$ cat config.mk
export PLATFORM = sky130hd
export DESIGN_NAME = event_readout_sequencer
export DESIGN_NICKNAME = d
export VERILOG_FILES = /design/src/rtl/event_readout_sequencer_pkg.sv /design/src/rtl/event_readout_sequencer_holdoff_counter.sv /design/src/rtl/event_readout_sequencer.sv
export SDC_FILE = /design/constraint.sdc
export NUM_CORES = 1
export LEC_CHECK = 0
export CAP_MARGIN = 20
export CORE_MARGIN = 3
export CORE_UTILIZATION = 43
export CTS_BUF_LIST = sky130_fd_sc_hd__clkbuf_4
export DETAILED_ROUTE_END_ITERATION = 12
export HOLD_SLACK_MARGIN = 0.03
export PLACE_DENSITY = 0.83
export SYNTH_ARGS = -nofsm -noshare
export SYNTH_HDL_FRONTEND = slang
export SYNTH_SLANG_ARGS = --single-unit
$ cat constraint.sdc
create_clock -name clk33_i -period 1.5 [get_ports clk33_i]
set_input_delay 0.3 -clock clk33_i [delete_from_list [all_inputs] [get_ports clk33_i]]
set_output_delay 0.3 -clock clk33_i [all_outputs]
set_load 0.005 [all_outputs]
$ cat src/rtl/event_readout_sequencer_pkg.sv
// Shared trigger/readout definitions: sequencer state encoding and event RAM addressing layout.
package event_readout_sequencer_pkg;

    localparam int EVT_ADDR_WIDTH     = 6;
    localparam int EVT_WORD_IDX_WIDTH = 4;
    localparam int EVT_HDR_WORDS      = 8;
    localparam int EVT_BUF_WIDTH      = EVT_ADDR_WIDTH - EVT_WORD_IDX_WIDTH;

    typedef enum logic [2:0] {
        ST_IDLE    = 3'd0,
        ST_FETCH   = 3'd1,
        ST_WAIT    = 3'd2,
        ST_PRESENT = 3'd3,
        ST_CLEAR   = 3'd4,
        ST_HOLDOFF = 3'd5
    } seq_state_e;

    // Event RAM address: buffer select in the upper bits, header word index below.
    function automatic logic [EVT_ADDR_WIDTH-1:0] evt_addr(
        input logic [EVT_BUF_WIDTH-1:0]      buf_sel,
        input logic [EVT_WORD_IDX_WIDTH-1:0] word_idx
    );
        return {buf_sel, word_idx};
    endfunction

endpackage

$ cat src/rtl/event_readout_sequencer_holdoff_counter.sv
// Loadable down-counter with a registered done flag, used to time settle waits after
// cross-domain status changes.
module readout_holdoff_counter #(
    parameter int WIDTH = 3
) (
    input  logic             clk,
    input  logic             rst_n,
    input  logic             srst,
    input  logic             load,
    input  logic [WIDTH-1:0] load_val,
    output logic             done
);

    logic [WIDTH-1:0] cnt_r;
    logic [WIDTH-1:0] cnt_next_s;
    logic             done_r;

    // Next count: load wins, otherwise decrement and saturate at zero.
    always_comb begin
        cnt_next_s = cnt_r;
        if (load) begin
            cnt_next_s = load_val;
        end else if (cnt_r != {WIDTH{1'b0}}) begin
            cnt_next_s = cnt_r - WIDTH'(1);
        end else begin
            cnt_next_s = cnt_r;
        end
    end

    // Count register; done tracks the registered count reaching zero.
    always_ff @(posedge clk or negedge rst_n) begin
        if (!rst_n) begin
            cnt_r  <= {WIDTH{1'b0}};
            done_r <= 1'b1;
        end else if (srst) begin
            cnt_r  <= {WIDTH{1'b0}};
            done_r <= 1'b1;
        end else begin
            cnt_r  <= cnt_next_s;
            done_r <= (cnt_next_s == {WIDTH{1'b0}});
        end
    end

    assign done = done_r;

endmodule

$ cat src/rtl/event_readout_sequencer.sv
// Reads buffered event headers from the event RAM, streams them downstream with an
// end-of-event marker, then releases the buffer and waits for its status to settle.
module event_readout_sequencer
    import event_readout_sequencer_pkg::*;
#(
    parameter int NUM_WORDS   = EVT_HDR_WORDS,
    parameter int CLR_HOLDOFF = 6,
    parameter int EVCNT_WIDTH = 16
) (
    input  logic                      clk33_i,
    input  logic                      rst_n_i,
    input  logic                      enable_i,
    input  logic                      event_ready_i,
    input  logic [EVT_BUF_WIDTH-1:0]  rd_buf_i,
    output logic [EVT_ADDR_WIDTH-1:0] event_addr_o,
    input  logic [31:0]               event_dat_i,
    output logic [31:0]               dat_o,
    output logic                      valid_o,
    output logic                      last_o,
    input  logic                      ready_i,
    output logic                      clr_evt_o,
    output logic                      busy_o,
    output logic [EVCNT_WIDTH-1:0]    evt_count_o
);

    localparam int HO_WIDTH = (CLR_HOLDOFF > 1) ? $clog2(CLR_HOLDOFF) : 1;
    localparam logic [EVT_WORD_IDX_WIDTH-1:0] LAST_IDX = EVT_WORD_IDX_WIDTH'(NUM_WORDS - 1);
    localparam logic [HO_WIDTH-1:0]           HO_LOAD  = HO_WIDTH'(CLR_HOLDOFF - 1);

    seq_state_e                    state_r;
    logic [EVT_WORD_IDX_WIDTH-1:0] idx_r;
    logic [EVT_BUF_WIDTH-1:0]      rd_buf_r;
    logic [EVT_ADDR_WIDTH-1:0]     addr_r;
    logic [31:0]                   dat_r;
    logic                          valid_r;
    logic                          last_r;
    logic                          clr_r;
    logic                          busy_r;
    logic [EVCNT_WIDTH-1:0]        evt_count_r;
    logic                          ho_load_s;
    logic                          ho_done_s;

    // Loaded during CLEAR so HOLDOFF spans exactly CLR_HOLDOFF cycles.
    assign ho_load_s = (state_r == ST_CLEAR);

    readout_holdoff_counter #(
        .WIDTH (HO_WIDTH)
    ) u_holdoff (
        .clk      (clk33_i),
        .rst_n    (rst_n_i),
        .srst     (1'b0),
        .load     (ho_load_s),
        .load_val (HO_LOAD),
        .done     (ho_done_s)
    );

    // Sequencer FSM; the RAM address is updated on entry to FETCH so it is stable
    // for the whole fetch and stays frozen while a word waits for its handshake.
    always_ff @(posedge clk33_i or negedge rst_n_i) begin
        if (!rst_n_i) begin
            state_r     <= ST_IDLE;
            idx_r       <= {EVT_WORD_IDX_WIDTH{1'b0}};
            rd_buf_r    <= {EVT_BUF_WIDTH{1'b0}};
            addr_r      <= {EVT_ADDR_WIDTH{1'b0}};
            dat_r       <= 32'd0;
            valid_r     <= 1'b0;
            last_r      <= 1'b0;
            clr_r       <= 1'b0;
            busy_r      <= 1'b0;
            evt_count_r <= {EVCNT_WIDTH{1'b0}};
        end else begin
            clr_r <= 1'b0;
            case (state_r)
                ST_IDLE: begin
                    if (enable_i && event_ready_i) begin
                        rd_buf_r <= rd_buf_i;
                        idx_r    <= {EVT_WORD_IDX_WIDTH{1'b0}};
                        addr_r   <= evt_addr(rd_buf_i, {EVT_WORD_IDX_WIDTH{1'b0}});
                        busy_r   <= 1'b1;
                        state_r  <= ST_FETCH;
                    end else begin
                        busy_r <= 1'b0;
                    end
                end
                ST_FETCH: begin
                    state_r <= ST_WAIT;
                end
                ST_WAIT: begin
                    dat_r   <= event_dat_i;
                    valid_r <= 1'b1;
                    last_r  <= (idx_r == LAST_IDX);
                    state_r <= ST_PRESENT;
                end
                ST_PRESENT: begin
                    if (ready_i) begin
                        valid_r <= 1'b0;
                        last_r  <= 1'b0;
                        if (idx_r == LAST_IDX) begin
                            clr_r       <= 1'b1;
                            evt_count_r <= evt_count_r + EVCNT_WIDTH'(1);
                            state_r     <= ST_CLEAR;
                        end else begin
                            idx_r   <= idx_r + EVT_WORD_IDX_WIDTH'(1);
                            addr_r  <= evt_addr(rd_buf_r, idx_r + EVT_WORD_IDX_WIDTH'(1));
                            state_r <= ST_FETCH;
                        end
                    end
                end
                ST_CLEAR: begin
                    state_r <= ST_HOLDOFF;
                end
                ST_HOLDOFF: begin
                    if (ho_done_s) begin
                        busy_r  <= 1'b0;
                        state_r <= ST_IDLE;
                    end
                end
                default: begin
                    valid_r <= 1'b0;
                    last_r  <= 1'b0;
                    busy_r  <= 1'b0;
                    state_r <= ST_IDLE;
                end
            endcase
        end
    end

    assign event_addr_o = addr_r;
    assign dat_o        = dat_r;
    assign valid_o      = valid_r;
    assign last_o       = last_r;
    assign clr_evt_o    = clr_r;
    assign busy_o       = busy_r;
    assign evt_count_o  = evt_count_r;

endmodule

==> metrics <==
CP max-delay cell dfrtp_1; hold_ws 373 ps; Sw Share 31.9%; CP max stage delay 420 ps; status complete, but fails checks; Residual DRC 0; Fillers 457; critical path class reg -> reg; # IOs 97; ys flop type dfrtp_1; Power Internal around 5.2 mW; Setup WS post-layout -84.5 ps; CTS tree yes; Max Clk Rate 631 MHz; Avg Cell Area, Syn 12.9 sq um; first-pass GRT wire length 11.8 mm; drt pass-1 iters 4; Area Growth Syn to Fin 59.2%; share of cells above drive strength 1 35.4%; DR vias/cell 5.09; Die H slightly below 90 um; H-tree levels 3; Synth area leader dfrtp_1; failing checks negative setup slack; total CTS buffers 9; Overall Global Routing Usage 19.5%; Die Footprint between 0.007 and 0.008 sq mm; Worst Path Buf+Inv 2; CP Data Required Time between 1500 and 2000 ps; number of global-route vias before repair 2495; fin crit period 1580 ps; clock share of power 12.7%; top post-synthesis cells by area dfrtp_1, mux2_2, mux2_1; unrepaired setup endpoints after global routing true; most frequent cells in the layout dfrtp_1, dlygate4sd2_1, buf_4; Critical Path, Cell by Cell buf_6 -> and4b_4 -> nand4_4 -> buf_12 -> nor3_4 -> xnor2_1; Mapped Nets 272; largest net degree at the start of global routing 30; Mapped Cells 228; Routability Congestion 0.817; Hold/Removal Path Class in -> async; worst-path maximum fanout 4; WL per Instance 16.2 um; combinational cell fraction of total power 49.2%; Rows 29; Psw roughly 2.4 mW; Mapped Area between 0.002 and 0.003 sq mm; DRT iter0 DRCs 58; Slew Viols, Final 0; Yosys warnings 0; worst vdd ir ~0.94 mV; Congestion Overflow GR 0; die width 88.7 um; core area 0.00649 sq mm; CP Launch Type flip-flop; initial antenna violation count 0; Synth top area share between 50% and 60%; final instance area 0.00468 sq mm; CTS clk-pin slew, worst paths 110 ps; Leak 2.29 nW; number of inserted diodes 0; WP data arrival 1900 ps; routed wire length around 7.6 mm; most common library cell in the layout ignoring fill and taps dfrtp_1; Rel. slew slack 70.4%; DP Area 0.00415 sq mm; fin crit share 106%; root buffer cell clkbuf_4; max-cap viol count 0; post-DP HPWL 4.73 mm; FFs w/ async S/R, synth 100%; Clock Latency Late Sink roughly 390 ps; crit-path leading delay family simple AND/OR/NAND/NOR gates; worst-margin pin slew 444 ps; CP endpoint kind flip-flop; worst setup path startpoint state_r[0]; flops & latches, synth 67; clock skew 14.3 ps; Final Setup Violations 16; Yosys cell types 46; PD cells approximately 1600 mW/mm^2; CTS Buffer Depth 2; layout net count ~430; initial core utilization 45.3%; # port buffers 96; final-report hold violation count 0; Final ANT Viol Nets 0; R2R Path Start state_r[0]; Seq pwr share 38.1%; sequential fraction of the synthesis area 57.1%; Clock Sinks 67; Post-synth EDFFs 0; via count 2392
==> final cells by class <==
| class | instances | area, sq um | area share, % |
|---|---|---|---|
| Multi-Input combinational cell | 140 | 1330 | 28.4 |
| Clock buffer | 11 | 82.6 | 1.76 |
| Inverter | 12 | 45.0 | 0.962 |
| Tap cell | 77 | 96.3 | 2.06 |
| Timing Repair Buffer | 158 | 1430 | 30.5 |
| Clock inverter | 5 | 20.0 | 0.428 |
| Sequential cell | 67 | 1680 | 35.9 |
==> cells by family after synthesis <==
family / count (synthesis) / share of synthesized area (%)
adder cells (fa/ha/maj): 5 / 2.13
flip-flops: 67 / 57.1
AND/OR/NAND/NOR: 62 / 13.9
buffers and inverters: 21 / 3.79
XOR/XNOR: 16 / 4.77
multiplexers: 36 / 13.7
AO/OA/AOI/OAI: 21 / 4.64
==> power groups by stage <==
stage / Sequential, mW / Combinational [mW] / Clock (mW)
finish: 2.88 / 3.73 / 0.957
global route: 2.97 / 4.02 / 1.08
CTS: 2.86 / 3.64 / 0.990
detailed placement: 2.95 / 3.24 / 0
global placement: 2.91 / 3.14 / 0
floorplan: 2.93 / 1.47 / 0
==> Yosys cell counts (3+ instances only) <==
| cell type | instances |
|---|---|
| inv_1 | 12 |
| a21oi_1 | 7 |
| buf_4 | 4 |
| nor2_1 | 11 |
| ha_1 | 5 |
| dfrtp_1 | 66 |
| xor2_1 | 8 |
| mux2_1 | 8 |
| nand2_1 | 18 |
| mux2_2 | 26 |
| nor3_2 | 5 |
| nand3_1 | 3 |
| xnor2_1 | 8 |
| o21ai_0 | 3 |
==> metrics by stage <==
step | total power, mW | TNS (ps) | std cells | worst slack [ps] | utilization (%)
floorplan | 4.41 | -558 | 228 | -21.4 | -
global placement | 6.05 | -5750 | 415 | -441 | 63.9
detailed placement | 6.19 | -6280 | 415 | -464 | 63.9
CTS | 7.49 | -1590 | 464 | -108 | 70.6
global route | 8.07 | -2790 | 470 | -135 | 72.1
finish | 7.57 | -594 | 470 | -84.5 | 72.1
==> flip-flops by register name, summed over array words and instances, names as in the netlist <==
name             cells
rd_buf_r             2
busy_o               1
u_holdoff.done       1
state_r              3
clr_evt_o            1
idx_r                3
event_addr_o         3
evt_count_o         16
last_o               1
valid_o              1
u_holdoff.cnt_r      3
dat_o               32
==> worst paths after layout <==
kind                                         to  cells past startpoint  slack, ps
worst min-delay path                  clr_evt_o                      2        370
worst min register to register           busy_o                      1        490
max in group asynchronous        u_holdoff.done                      3        570
worst max-delay path            evt_count_o[14]                      6        -80
min in group clk33_i                rd_buf_r[1]                      3        480
worst max register to register  evt_count_o[14]                      6        -80
==> per-layer routing <==
metal	part of all wire, %	track usage [%]	vias up
li1	-	-	1110
met1	43	24.3	1168
met2	49	32.9	97
met4	1.6	7.69	0
met3	6.7	4.47	17
met5	0	0	-
==> timing repair <==
action,in CTS,in global routing
gates cloned,2,0
pin swaps,14,17
resized for setup,91,28
setup buffers,30,9
endpoints found under the setup margin,100,55
endpoints found under the hold margin,14,0
hold buffers,1,0
No activity file was read; power rests on OpenSTA's default activity.
